File: config.mk
export PLATFORM = sky130hd
export DESIGN_NAME = btn_debounce
export DESIGN_NICKNAME = d
export VERILOG_FILES = /design/src/rtl/btn_debounce.sv
export SDC_FILE = /design/constraint.sdc
export NUM_CORES = 1
export LEC_CHECK = 0
export ABC_AREA = 1
export CAP_MARGIN = 20
export CELL_PAD_IN_SITES_DETAIL_PLACEMENT = 1
export CELL_PAD_IN_SITES_GLOBAL_PLACEMENT = 2
export CORE_UTILIZATION = 28
export CTS_CLUSTER_SIZE = 12
export DETAILED_ROUTE_END_ITERATION = 8
export GPL_TIMING_DRIVEN = 0
export PLACE_DENSITY = 0.76
export SLEW_MARGIN = 30
export SYNTH_ARGS = -nofsm -noshare
export SYNTH_HDL_FRONTEND = slang
export SYNTH_SLANG_ARGS = --single-unit
File: constraint.sdc
create_clock -name i_clk -period 1.72 [get_ports i_clk]
set_clock_uncertainty 0.05 [all_clocks]
set_input_delay 0.516 -clock i_clk [delete_from_list [all_inputs] [get_ports i_clk]]
set_output_delay 0.516 -clock i_clk [all_outputs]
set_load 0.005 [all_outputs]
File: src/rtl/btn_debounce.sv
// Button debouncer: synchronises a raw pin, requests a settling window from an
// external timer and commits a new level only if the input held for the whole window.
module btn_debounce #(
  parameter int unsigned SYNC_STAGES = 2,
  parameter logic        IDLE_LEVEL  = 1'b0,
  parameter int unsigned CNT_W       = 8
) (
  input  logic             i_clk,
  input  logic             i_rst,
  input  logic             i_btn_raw,
  input  logic             i_tmr_pulse,
  output logic             o_start_tmr,
  output logic             o_btn_level,
  output logic             o_btn_press,
  output logic             o_btn_release,
  output logic [CNT_W-1:0] o_press_count
);

  typedef enum logic {
    ST_STABLE = 1'b0,
    ST_WAIT   = 1'b1
  } state_t;

  state_t                 r_state;
  state_t                 w_state_nxt;
  logic [SYNC_STAGES-1:0] r_sync;
  logic                   w_s;

  logic                   r_bounce;
  logic                   r_start;
  logic                   r_level;
  logic                   r_press;
  logic                   r_release;
  logic [CNT_W-1:0]       r_cnt;

  logic                   w_bounce_nxt;
  logic                   w_start_nxt;
  logic                   w_level_nxt;
  logic                   w_press_nxt;
  logic                   w_release_nxt;
  logic [CNT_W-1:0]       w_cnt_nxt;

  always_ff @(posedge i_clk) begin
    if (i_rst) begin
      r_sync <= {SYNC_STAGES{IDLE_LEVEL}};
    end else begin
      r_sync <= {r_sync[SYNC_STAGES-2:0], i_btn_raw};
    end
  end

  assign w_s = r_sync[SYNC_STAGES-1];

  always_ff @(posedge i_clk) begin
    if (i_rst) begin
      r_state <= ST_STABLE;
    end else begin
      r_state <= w_state_nxt;
    end
  end

  always_comb begin
    w_state_nxt   = r_state;
    w_bounce_nxt  = r_bounce;
    w_start_nxt   = 1'b0;
    w_level_nxt   = r_level;
    w_press_nxt   = 1'b0;
    w_release_nxt = 1'b0;
    w_cnt_nxt     = r_cnt;
    case (r_state)
      ST_STABLE: begin
        if (w_s != r_level) begin
          w_start_nxt  = 1'b1;
          w_bounce_nxt = 1'b0;
          w_state_nxt  = ST_WAIT;
        end
      end
      ST_WAIT: begin
        // any return to the committed level during the window taints it
        if (w_s == r_level) begin
          w_bounce_nxt = 1'b1;
        end
        if (i_tmr_pulse) begin
          if (w_s == r_level) begin
            w_state_nxt = ST_STABLE;
          end else if (!r_bounce) begin
            w_level_nxt   = w_s;
            w_press_nxt   = (w_s != IDLE_LEVEL);
            w_release_nxt = (w_s == IDLE_LEVEL);
            w_state_nxt   = ST_STABLE;
            if (w_s != IDLE_LEVEL) begin
              w_cnt_nxt = r_cnt + CNT_W'(1);
            end
          end else begin
            w_start_nxt  = 1'b1;
            w_bounce_nxt = 1'b0;
          end
        end
      end
      default: begin
        w_state_nxt = ST_STABLE;
      end
    endcase
  end

  always_ff @(posedge i_clk) begin
    if (i_rst) begin
      r_bounce  <= 1'b0;
      r_start   <= 1'b0;
      r_level   <= IDLE_LEVEL;
      r_press   <= 1'b0;
      r_release <= 1'b0;
      r_cnt     <= '0;
    end else begin
      r_bounce  <= w_bounce_nxt;
      r_start   <= w_start_nxt;
      r_level   <= w_level_nxt;
      r_press   <= w_press_nxt;
      r_release <= w_release_nxt;
      r_cnt     <= w_cnt_nxt;
    end
  end

  assign o_start_tmr   = r_start;
  assign o_btn_level   = r_level;
  assign o_btn_press   = r_press;
  assign o_btn_release = r_release;
  assign o_press_count = r_cnt;

endmodule

==> summary by stage <==
Layout
The design area is roughly 1000 sq um. Cells fill 42.54% of the core in the end. The layout has 285 filler cells. The number of diodes added for antenna fixing is 0. The final layout contains 123 nets. In the final layout, flip-flops and latches occupy approximately 330 sq um. The signed area change from the synthesized netlist to the final layout is 37.74%. The multi-input combinational cells in the finished layout cover a total of roughly 340 sq um.

Of the cells placed in the final design, the portion with a size suffix greater than 1 is 29.91%.

Synth
The count of synthesis-stage warnings from yosys is 0. Summed over its instances, the top area cell type makes up 45.15% of the synthesized netlist area. The netlist area before placement is a little over 700 sq um. The most frequently used cell type in the post-synthesis netlist is sky130_fd_sc_hd__nand2_1.

Sorting the synthesized cells by area gives the leading types as sky130_fd_sc_hd__dfxtp_1 45%, sky130_fd_sc_hd__nand2_1 12%, sky130_fd_sc_hd__nor2_1 7.9%. Counting flops with a built-in enable in the synthesized netlist gives 0. The average footprint of a synthesized cell is 7.468 sq um.

After synthesis, the netlist uses 22 different library cells. Summed over all instances, the cell type with the most area after synthesis is sky130_fd_sc_hd__dfxtp_1. Among all flip-flop cells after synthesis, the most frequent one is sky130_fd_sc_hd__dfxtp_1. The post-synthesis cell count is 95.

The synthesized design contains 16 register bits. The share of synthesized area occupied by flip-flops and latches is 45.15%. The synthesized netlist net count is 100. Counting instances in the post-synthesis netlist gives the leading cell types as 22 x sky130_fd_sc_hd__nand2_1, 16 x sky130_fd_sc_hd__dfxtp_1, 15 x sky130_fd_sc_hd__nor2_1. After synthesis, the share of flip-flops with an asynchronous set or reset is 0%.

Clock tree
The clock latency reported for the late side of the worst-skew pair is between 0.2 and 0.3 ns. The clock passes through at most 2 buffers. CTS placed an instance of sky130_fd_sc_hd__clkbuf_4 at the clock tree root. TritonCTS built the clock tree.

The number of H-tree levels is 1. The TritonCTS buffer count is 3. The clock transition at the registers of the reported paths is 0.10 ns. The number of sinks driven by the clock tree is 16.

Worst setup path
STA classifies the critical path startpoint as a register. Of all nets on the critical path, the largest fanout is 2. The register-to-register setup slack is ~0.41 ns. The number of buffers and inverters on the critical path is 1. By startpoint and endpoint, the worst setup path is classified as reg -> out. The slowest library cell on the worst path is sky130_fd_sc_hd__clkdlybuf4s50_1.

The sort of element at the end of the critical path is an output pin. On the critical path the largest part of the delay comes from buffers and inverters. The critical path goes through clkdlybuf4s50_1. The data arrival at the endpoint of the critical path is approximately 1.1 ns.

The largest stage delay on the critical path is 0.49 ns. At the worst endpoint, the required time is approximately 1.2 ns.

Pwr
In this run the power spent charging and discharging nets is 0.0001532 W. The switching part of the total is 22.57%. The cell internal power dissipation is 0.0005254 W. The power per cell area is 694.5 nW/um^2. Of the total power, the clock network draws a little under two fifths. The fraction of power consumed by combinational cells is 6.6%. Summed over all cells, the static leakage comes to about 0.5 nW. The total power is 0.0006786 W.

The sequential cell fraction of total power is 56.6%. The maximum VDD drop is a little over 0.0007 V.

GRT
The number of antenna violations at the first check in global routing is 0. The first global-routing pass estimated 2656 microns of wire. The aggregate global-route resource usage is a little over an eighth. The total grt overflow is 0. The number of global-route vias before repair is 642. The pin count of the biggest net entering global routing is 10.

Placed design
Once detailed placement completed, the half-perimeter wirelength came to 1145 microns. OpenSTA, run right after detailed placement, puts the worst setup slack at -0.07219 ns. The weighted congestion at the end of routability-driven global placement is 0.6457.

The count of buffers added on input and output ports is 14. The instance area at placement is between 800 and 900 sq um.

STA
The post-route fraction of the period consumed by the critical path is just under 100%. Setup violations remaining at the end of the flow were counted as 0. The achievable clock frequency is 597.5 MHz.

The count of pins over their slew limit is 0. Setup repair after global routing left no endpoint under its margin. The worst pin sits at a relative slew slack of 85.00%. The number of failing hold endpoints at the final stage came to 0. The smallest clock period supported by the final layout is computed as 1.674 ns. In the post-route analysis, the smallest setup slack over all paths is 0.04637 ns. The slew at the pin closest to its max-slew limit is about 0.22 ns. Hold is met by 0.3646 ns.

Die
The floorplan die height is about 52 microns. Once the floorplan was initialized, standard cells occupied 30.88% of the core. The core area is between 2000 and 2500 sq um.

The chip width is around 52 microns. The die area is 2739 sq um. In this run the core area contains 17 standard-cell rows. The number of primary I/O pins is 16.

Detailed routing
Dividing the detail-routed wire length by the instance count gives 10.54 microns. In this run the remaining antenna-violating nets after routing total 0. After detailed routing, the number of vias per cell comes to between 4 and 5.

The first TritonRoute pass finished after 3 iterations. The remaining routing DRC violations is 0. For this block, the routed nets add up to 1529 microns of wire.

Detailed routing inserted a total of roughly 650 vias. After the first detailed-routing iteration, the DRC count stood at 3.

Flow run
Across the run, the number of max-cap violations was 0.

Hold path
The type of the most critical hold path is reg -> reg.

Run status
The run finished with clean final reports.
[worst paths after layout]
kind / start / to / cells after the start
worst min-delay path: r_sync[0]$_SDFF_PP0_ / r_sync[1]$_SDFF_PP0_ / 2
worst max-delay path: o_press_count[5]$_SDFFE_PP0P_ / o_press_count[5] / 1
worst min register to register: r_sync[0]$_SDFF_PP0_ / r_sync[1]$_SDFF_PP0_ / 2
worst max register to register: o_press_count[1]$_SDFFE_PP0P_ / o_press_count[6]$_SDFFE_PP0P_ / 9
[logic make-up (layout without fill, tap and decap cells)]
kind of cell	after synthesis	after routing	share of synthesized area, %
compound gates	12	12	9.347
fa+ha+maj	1	1	1.763
buf+inv	13	35	7.230
flops	16	16	45.15
simple gates	53	53	36.51
[worst register-to-register path, stage by stage, from the launching register on]
cell and delay [ns]:
sky130_fd_sc_hd__dfxtp_2 0.33, sky130_fd_sc_hd__buf_4 0.11, sky130_fd_sc_hd__ha_1 0.19, sky130_fd_sc_hd__nand2_1 0.11, sky130_fd_sc_hd__nor2_1 0.11, sky130_fd_sc_hd__nand2_1 0.07, sky130_fd_sc_hd__nor2_2 0.10, sky130_fd_sc_hd__nand2_1 0.07
sky130_fd_sc_hd__nand2_1 0.06, sky130_fd_sc_hd__nor2_1 0.04
[layout by cell type, fill, tap and decap left out, types with 2 or more instances in the layout]
| cell | count |
|---|---|
| sky130_fd_sc_hd__o21ai_1 | 3 |
| sky130_fd_sc_hd__inv_1 | 8 |
| sky130_fd_sc_hd__a21oi_1 | 4 |
| sky130_fd_sc_hd__nor2_1 | 15 |
| sky130_fd_sc_hd__clkdlybuf4s50_1 | 7 |
| sky130_fd_sc_hd__o21ai_0 | 3 |
| sky130_fd_sc_hd__dfxtp_1 | 6 |
| sky130_fd_sc_hd__nand2_2 | 3 |
| sky130_fd_sc_hd__nor2_2 | 3 |
| sky130_fd_sc_hd__dlymetal6s2s_1 | 6 |
| sky130_fd_sc_hd__inv_2 | 3 |
| sky130_fd_sc_hd__dfxtp_2 | 10 |
| sky130_fd_sc_hd__buf_4 | 4 |
| sky130_fd_sc_hd__nor3_1 | 2 |
| sky130_fd_sc_hd__nor2_4 | 3 |
| sky130_fd_sc_hd__clkbuf_4 | 3 |
| sky130_fd_sc_hd__nand2_1 | 22 |
[state kept, by name, indices dropped and copies added, names as in the netlist]
signal / count
o_start_tmr: 1
o_btn_level: 1
r_state: 1
o_press_count: 8
r_bounce: 1
r_sync: 2
o_btn_release: 1
o_btn_press: 1
[power by group through the flow]
stage                     clock, W  combinational [W]  sequential (W)
final                     0.000249          0.0000451        0.000384
after global routing      0.000280          0.0000516        0.000385
after CTS                 0.000263          0.0000464        0.000384
after detailed placement         0          0.0000460        0.000393
after global placement           0          0.0000452        0.000393
after floorplan                  0          0.0000281        0.000392
[final cells by class]
type | count | area share [%]
Multi-Input combinational cell | 66 | 34.57
Sequential cell | 16 | 34.06
Timing Repair Buffer | 18 | 18.82
Inverter | 12 | 4.738
Clock buffer | 4 | 3.713
Tap cell | 28 | 3.585
Buffer | 1 | 0.5122
[per-stage QoR]
step / instances / setup TNS, ns
CTS: 145 / 0
floorplan: 95 / 0
global placement: 137 / -0.1618
global route: 145 / 0
detailed placement: 137 / -0.3043
finish: 145 / 0
[metal layers]
metal  global-route usage, %  share of wire, %
met5                       0                 0
met2                   21.94                46
met4                   3.947               1.6
met3                   6.087               4.3
met1                   15.26                48
[what timing repair did]
action,4_1_cts,5_1_grt
hold buffers,0,0
setup endpoints to repair,9,7
endpoints found under the hold margin,0,0
cloned,0,0
resized for setup,10,7
buffers inserted,4,0
Note: power is estimated with default switching activity, not from simulation.
